--- src/rtl/wbarbiter_nm.sv ---
// N-master pipelined Wishbone arbiter with registered one-hot grant, round-robin or
// fixed-priority selection, outstanding-request tracking and an ack timeout abort.
module wbarbiter_nm #(
    parameter int    NM               = 4,
    parameter int    DW               = 32,
    parameter int    AW               = 32,
    parameter string SCHEME           = "ROUND_ROBIN",
    parameter int    LGDEPTH          = 3,
    parameter int    TIMEOUT          = 64,
    parameter bit    OPT_ZERO_ON_IDLE = 1'b0
) (
    input  logic                   i_clk,
    input  logic                   i_reset_n,
    input  logic [NM-1:0]          i_cyc,
    input  logic [NM-1:0]          i_stb,
    input  logic [NM-1:0]          i_we,
    input  logic [NM*AW-1:0]       i_adr,
    input  logic [NM*DW-1:0]       i_dat,
    input  logic [NM*(DW/8)-1:0]   i_sel,
    output logic [NM-1:0]          o_ack,
    output logic [NM-1:0]          o_stall,
    output logic [NM-1:0]          o_err,
    output logic                   o_cyc,
    output logic                   o_stb,
    output logic                   o_we,
    output logic [AW-1:0]          o_adr,
    output logic [DW-1:0]          o_dat,
    output logic [DW/8-1:0]        o_sel,
    input  logic                   i_ack,
    input  logic                   i_stall,
    input  logic                   i_err,
    output logic [NM-1:0]          o_grant,
    output logic                   o_timeout
);

    localparam int LGNM = (NM > 1) ? $clog2(NM) : 1;
    localparam int SW   = DW / 8;
    localparam int TW   = (TIMEOUT > 1) ? $clog2(TIMEOUT) : 1;
    localparam logic [TW-1:0] TO_LAST = TW'((TIMEOUT > 0) ? TIMEOUT - 1 : 0);
    localparam bit USE_RR = (SCHEME == "ROUND_ROBIN");

    typedef enum logic [1:0] {S_IDLE, S_OWNED, S_ABORT} state_t;

    state_t              state;
    logic [NM-1:0]       grant;
    logic [LGNM-1:0]     owner;
    logic [LGNM-1:0]     rr;
    logic [LGDEPTH-1:0]  outstanding;
    logic [TW-1:0]       timer;

    logic [NM-1:0]       req;
    logic [LGNM-1:0]     winner;
    logic                owned;
    logic                own_cyc;
    logic                full;
    logic                rsp;
    logic                stb_out;
    logic                accept;
    logic                fire;

    // Round-robin searches upward from the last winner; the descending loop lets the
    // closest requester overwrite farther ones.
    function automatic logic [LGNM-1:0] pick(input logic [NM-1:0] r,
                                             input logic [LGNM-1:0] last);
        logic [LGNM-1:0] w;
        int idx;
        w = '0;
        if (USE_RR) begin
            for (int i = NM; i >= 1; i--) begin
                idx = (int'(last) + i) % NM;
                if (r[idx]) w = LGNM'(idx);
            end
        end else begin
            for (int i = NM - 1; i >= 0; i--) begin
                if (r[i]) w = LGNM'(i);
            end
        end
        return w;
    endfunction

    assign req     = i_cyc & i_stb;
    assign winner  = pick(req, rr);
    assign owned   = (state == S_OWNED);
    assign own_cyc = i_cyc[owner];
    assign full    = &outstanding;
    assign rsp     = i_ack | i_err;
    assign stb_out = owned & own_cyc & i_stb[owner] & ~full;
    assign accept  = stb_out & ~i_stall;
    assign fire    = (TIMEOUT != 0) && owned && own_cyc && (outstanding != '0)
                     && (timer == TO_LAST) && !rsp && !accept;

    always_comb begin
        o_cyc     = owned & own_cyc;
        o_stb     = stb_out;
        o_we      = 1'b0;
        o_adr     = '0;
        o_dat     = '0;
        o_sel     = '0;
        o_stall   = '1;
        o_ack     = '0;
        o_err     = '0;
        o_timeout = fire;
        o_grant   = grant;
        if (owned || !OPT_ZERO_ON_IDLE) begin
            o_we  = i_we[owner];
            o_adr = i_adr[int'(owner)*AW +: AW];
            o_dat = i_dat[int'(owner)*DW +: DW];
            o_sel = i_sel[int'(owner)*SW +: SW];
        end
        if (owned) begin
            o_stall[owner] = i_stall | full;
            o_ack[owner]   = i_ack;
            o_err[owner]   = i_err | fire;
        end
    end

    always_ff @(posedge i_clk or negedge i_reset_n) begin
        if (!i_reset_n) begin
            state       <= S_IDLE;
            grant       <= '0;
            owner       <= '0;
            rr          <= LGNM'(NM - 1);
            outstanding <= '0;
            timer       <= '0;
        end else begin
            case (state)
                S_IDLE: begin
                    if (|req) begin
                        state       <= S_OWNED;
                        grant       <= NM'(1) << winner;
                        owner       <= winner;
                        outstanding <= '0;
                        timer       <= '0;
                        if (USE_RR) rr <= winner;
                    end
                end
                S_OWNED: begin
                    if (!own_cyc) begin
                        // Release abandons any acks still in flight.
                        state       <= S_IDLE;
                        grant       <= '0;
                        outstanding <= '0;
                        timer       <= '0;
                    end else if (fire) begin
                        state <= S_ABORT;
                    end else begin
                        case ({accept, rsp})
                            2'b10:   outstanding <= outstanding + 1'b1;
                            2'b01:   if (outstanding != '0) outstanding <= outstanding - 1'b1;
                            default: ;
                        endcase
                        if (accept || rsp)
                            timer <= '0;
                        else if (outstanding != '0)
                            timer <= timer + 1'b1;
                    end
                end
                S_ABORT: begin
                    if (!own_cyc) begin
                        state       <= S_IDLE;
                        grant       <= '0;
                        outstanding <= '0;
                        timer       <= '0;
                    end
                end
                default: state <= S_IDLE;
            endcase
        end
    end

endmodule

--- config.mk ---
export PLATFORM = sky130hd
export DESIGN_NAME = wbarbiter_nm
export DESIGN_NICKNAME = d
export VERILOG_FILES = /design/src/rtl/wbarbiter_nm.sv
export SDC_FILE = /design/constraint.sdc
export NUM_CORES = 1
export LEC_CHECK = 0
export ABC_AREA = 1
export CAP_MARGIN = 20
export CELL_PAD_IN_SITES_DETAIL_PLACEMENT = 1
export CELL_PAD_IN_SITES_GLOBAL_PLACEMENT = 2
export CORE_AREA = 2 2 148 150
export CTS_CLUSTER_DIAMETER = 120
export DETAILED_ROUTE_END_ITERATION = 6
export DIE_AREA = 0 0 150 152
export DONT_BUFFER_PORTS = 1
export GPL_TIMING_DRIVEN = 0
export PLACE_DENSITY_LB_ADDON = 0.3
export SYNTH_ARGS = -nofsm -noshare
export SYNTH_HDL_FRONTEND = slang
export SYNTH_SLANG_ARGS = --single-unit
--- constraint.sdc ---
create_clock -name i_clk -period 3.5 [get_ports i_clk]
set_input_delay 0.35 -clock i_clk [delete_from_list [all_inputs] [get_ports i_clk]]
set_output_delay 0.35 -clock i_clk [all_outputs]
set_load 0.03 [all_outputs]
==> results.cfg <==
[outcome]
status = finished, final reports clean

[pwr]
p_per_area_nw_per_um2 = 1204
p_leak_nw = 1.473
worst_ir_drop_vdd_mv = 0.3256

[die]
floorplan.initialDensity = 0.1405
rows = 54
die_area_sq_um = 22800
fp.dieW_microns = 150
ios = 377
die_h_microns = 152
core_sq_um = 21350

[clock_network]
cts_tree = built
htreeDepth = 1
clock_sinks = 19
cts_made_buffers = 3
cts_root_buffer = clkbuf_16
cts.reportedPaths.clkPinSlew_ns = 0.06
clk_latency_ns = 0.25
clockBufferDepth = 2
postCtsSetupRepairBufs = 0

[global_route]
grt.overflow.total = 0
antenna_found_initial = 1
grt_pass1_vias = 4200
grt_usage = 0.1641
grt_start_max_net_pins = 20
grt_pass1_wl_microns = 27610

[place]
dp_hpwl_microns = 17280
pre_cts_slack_ns = 0.1157
port_buffers = 0
gp_congestion = 0.9574

[yosys]
synthSimpleGateAreaFrac = 0.4264
synth_compound_area_frac = 0.2929
syn_nets = 805
synth_xor_area_frac = 0.01460
netlist_area_sq_um = 2999
synth_cells = 507
synth_top_family_by_area = simple AND/OR/NAND/NOR gates
yosys.cell_types.count = 26
yosysTopAreaCellShare = 0.2678
ys_warn_count = 0
ys_ff_latch = 19
syn_area_per_cell_sq_um = 5.915
yosysSeqAreaShare = 0.1594
synthTopCellsByArea = a22oi_1 (27%), nand2_1 (24%), dfrtp_1 (14%)
synth_top_cell_by_area = a22oi_1
synthAdderAreaFrac = 0.03755
synthMuxAreaShare = 0

[drt]
drc = 0
vias_per_cell = 5.072
wire_per_inst_microns = 25.57
vias = 4017
wl_microns = 20250
drtIter0Drc = 257
ant_nets = 0
first_pass_iters = 4

[timing]
worstMarginPinSlew_ns = 0.9762
maxSlewHeadroom = 0.3471
finalMaxSlewViolations = 0
hold_violations = 0
fin_skew_ns = 0.002363
final.period_utilization = 0.9177
timing.setup.tns_ns = 0
setup_slack_ns = 0.2880
rsz0062_at_grt = false
max_freq_mhz = 311.3
setup_viol = 0
fin_crit_ns = 3.212

[cells_and_area]
mostFrequentLayoutCell = nand2_1
area_growth_pct = 15.31
drive_above_1_share = 0.05284
mostFrequentLayoutCells = nand2_1 (189), a22oi_1 (107), nand3_1 (51)
nNetsFinal = 810

[critical_path]
slowest_stage = dfrtp_1
crit_type = flip-flop to output pin
crit_top_cell = nor2_2
cpPeakStageDelay_ns = 0.48
cp_num_buf_inv = 3
crit_fanout = 10
worstSetupStartpointType = flip-flop
critPathTopFamily = simple AND/OR/NAND/NOR gates
crit_path_cell_trace = inv_2 > nor2_4 > nand2_1 > nand2_1 > nor2_2 > nor2_4 > inv_2 > nor2_2 > nand2_1 > inv_1 > nor2_2 > nor2_2
endpoint_kind = output pin
arrival_ns = 2.86
worstPathRequired_ns = 3.15

[min_path]
hp-class = flip-flop to flip-flop

[job]
drv_cap = 0
[tightest hold or removal path, delay by kind of cell, from the launching register on]
family	cells	cell delay, ns
flops	1	0.37
simple gates	2	0.11
[cells in the mapped netlist, drive strengths merged]
cell,instances
nand3,51
a22oi,107
o21ai,7
nand4,12
nand3b,4
clkbuf,29
xor2,3
xnor2,2
nor2,34
and3,1
dfstp,2
o21bai,1
or2,3
ha,9
a21oi,5
nand2,189
buf,2
a21boi,1
nor2b,1
dfrtp,17
inv,23
nor3,4
[stage by stage]
stage / hold WS (ns) / utilization / std cells / total power, mW / instance area (sq um)
after floorplan: 0.05441 / - / 507 / 3.019 / 2999
after global placement: 0.05486 / 0.1569 / 787 / 3.895 / 3349
after detailed placement: 0.05483 / 0.1569 / 787 / 3.938 / 3349
after CTS: 0.5179 / 0.1615 / 792 / 4.209 / 3447
after global routing: 0.5477 / 0.1620 / 792 / 4.494 / 3458
final: 0.5130 / 0.1620 / 792 / 4.165 / 3458
[cells by family after synthesis]
logic type               Yosys count
AO/OA/AOI/OAI                    121
buffers and inverters             54
flip-flops                        19
AND/OR/NAND/NOR                  299
XOR/XNOR                           5
adder cells (fa/ha/maj)            9
[cell type report]
class | count | area, sq um
clock inverter | 1 | 7.507
tap | 280 | 350.3
buffer | 30 | 117.6
clock buffer | 3 | 75.07
sequential | 19 | 478.0
antenna | 1 | 2.502
fill | 2687 | 17890
multi-input combinational | 434 | 2331
timing repair buffer | 1 | 10.01
inverter | 23 | 86.33
[flip-flops by register name, indices dropped and copies added (netlist names)]
name,cells
timer,6
o_grant,4
outstanding,3
owner,2
rr,2
state,2
[what timing repair did]
action | 4_1_cts | 5_1_grt
resized for setup | 1 | 5
hold buffers | 1 | 0
endpoints found under the hold margin | 19 | 0
pin swaps | 0 | 0
cloned | 0 | 0
endpoints found under the setup margin | 4 | 4
[where the power goes]
part           internal [mW]  switching, mW
sequential             0.291          0.116
combinational          0.649           2.86
clock                  0.154         0.0892
[final timing paths]
kind	start	to	cells past startpoint	slack, ns
min in group asynchronous	i_reset_n	o_grant[2]$_DFFE_PN0P_	1	0.70
worst max-delay path	owner[0]$_DFFE_PN0P_	o_err[3]	12	0.29
worst min register to register	timer[1]$_DFFE_PN0P_	timer[1]$_DFFE_PN0P_	2	0.51
max in group asynchronous	i_reset_n	timer[0]$_DFFE_PN0P_	1	2.20
worst max register to register	owner[0]$_DFFE_PN0P_	outstanding[2]$_DFFE_PN0P_	15	0.50
worst min-delay path	timer[1]$_DFFE_PN0P_	timer[1]$_DFFE_PN0P_	2	0.51
[routing by layer]
| metal | GRT usage | part of all wire | vias to the layer above |
|---|---|---|---|
| met2 | 0.2896 | 0.48 | 286 |
| met4 | 0.03145 | 0.021 | 0 |
| li1 | - | - | 1798 |
| met1 | 0.1898 | 0.38 | 1913 |
| met5 | 0 | 0 | - |
| met3 | 0.05976 | 0.12 | 20 |
No activity file was read; power rests on OpenSTA's default activity.
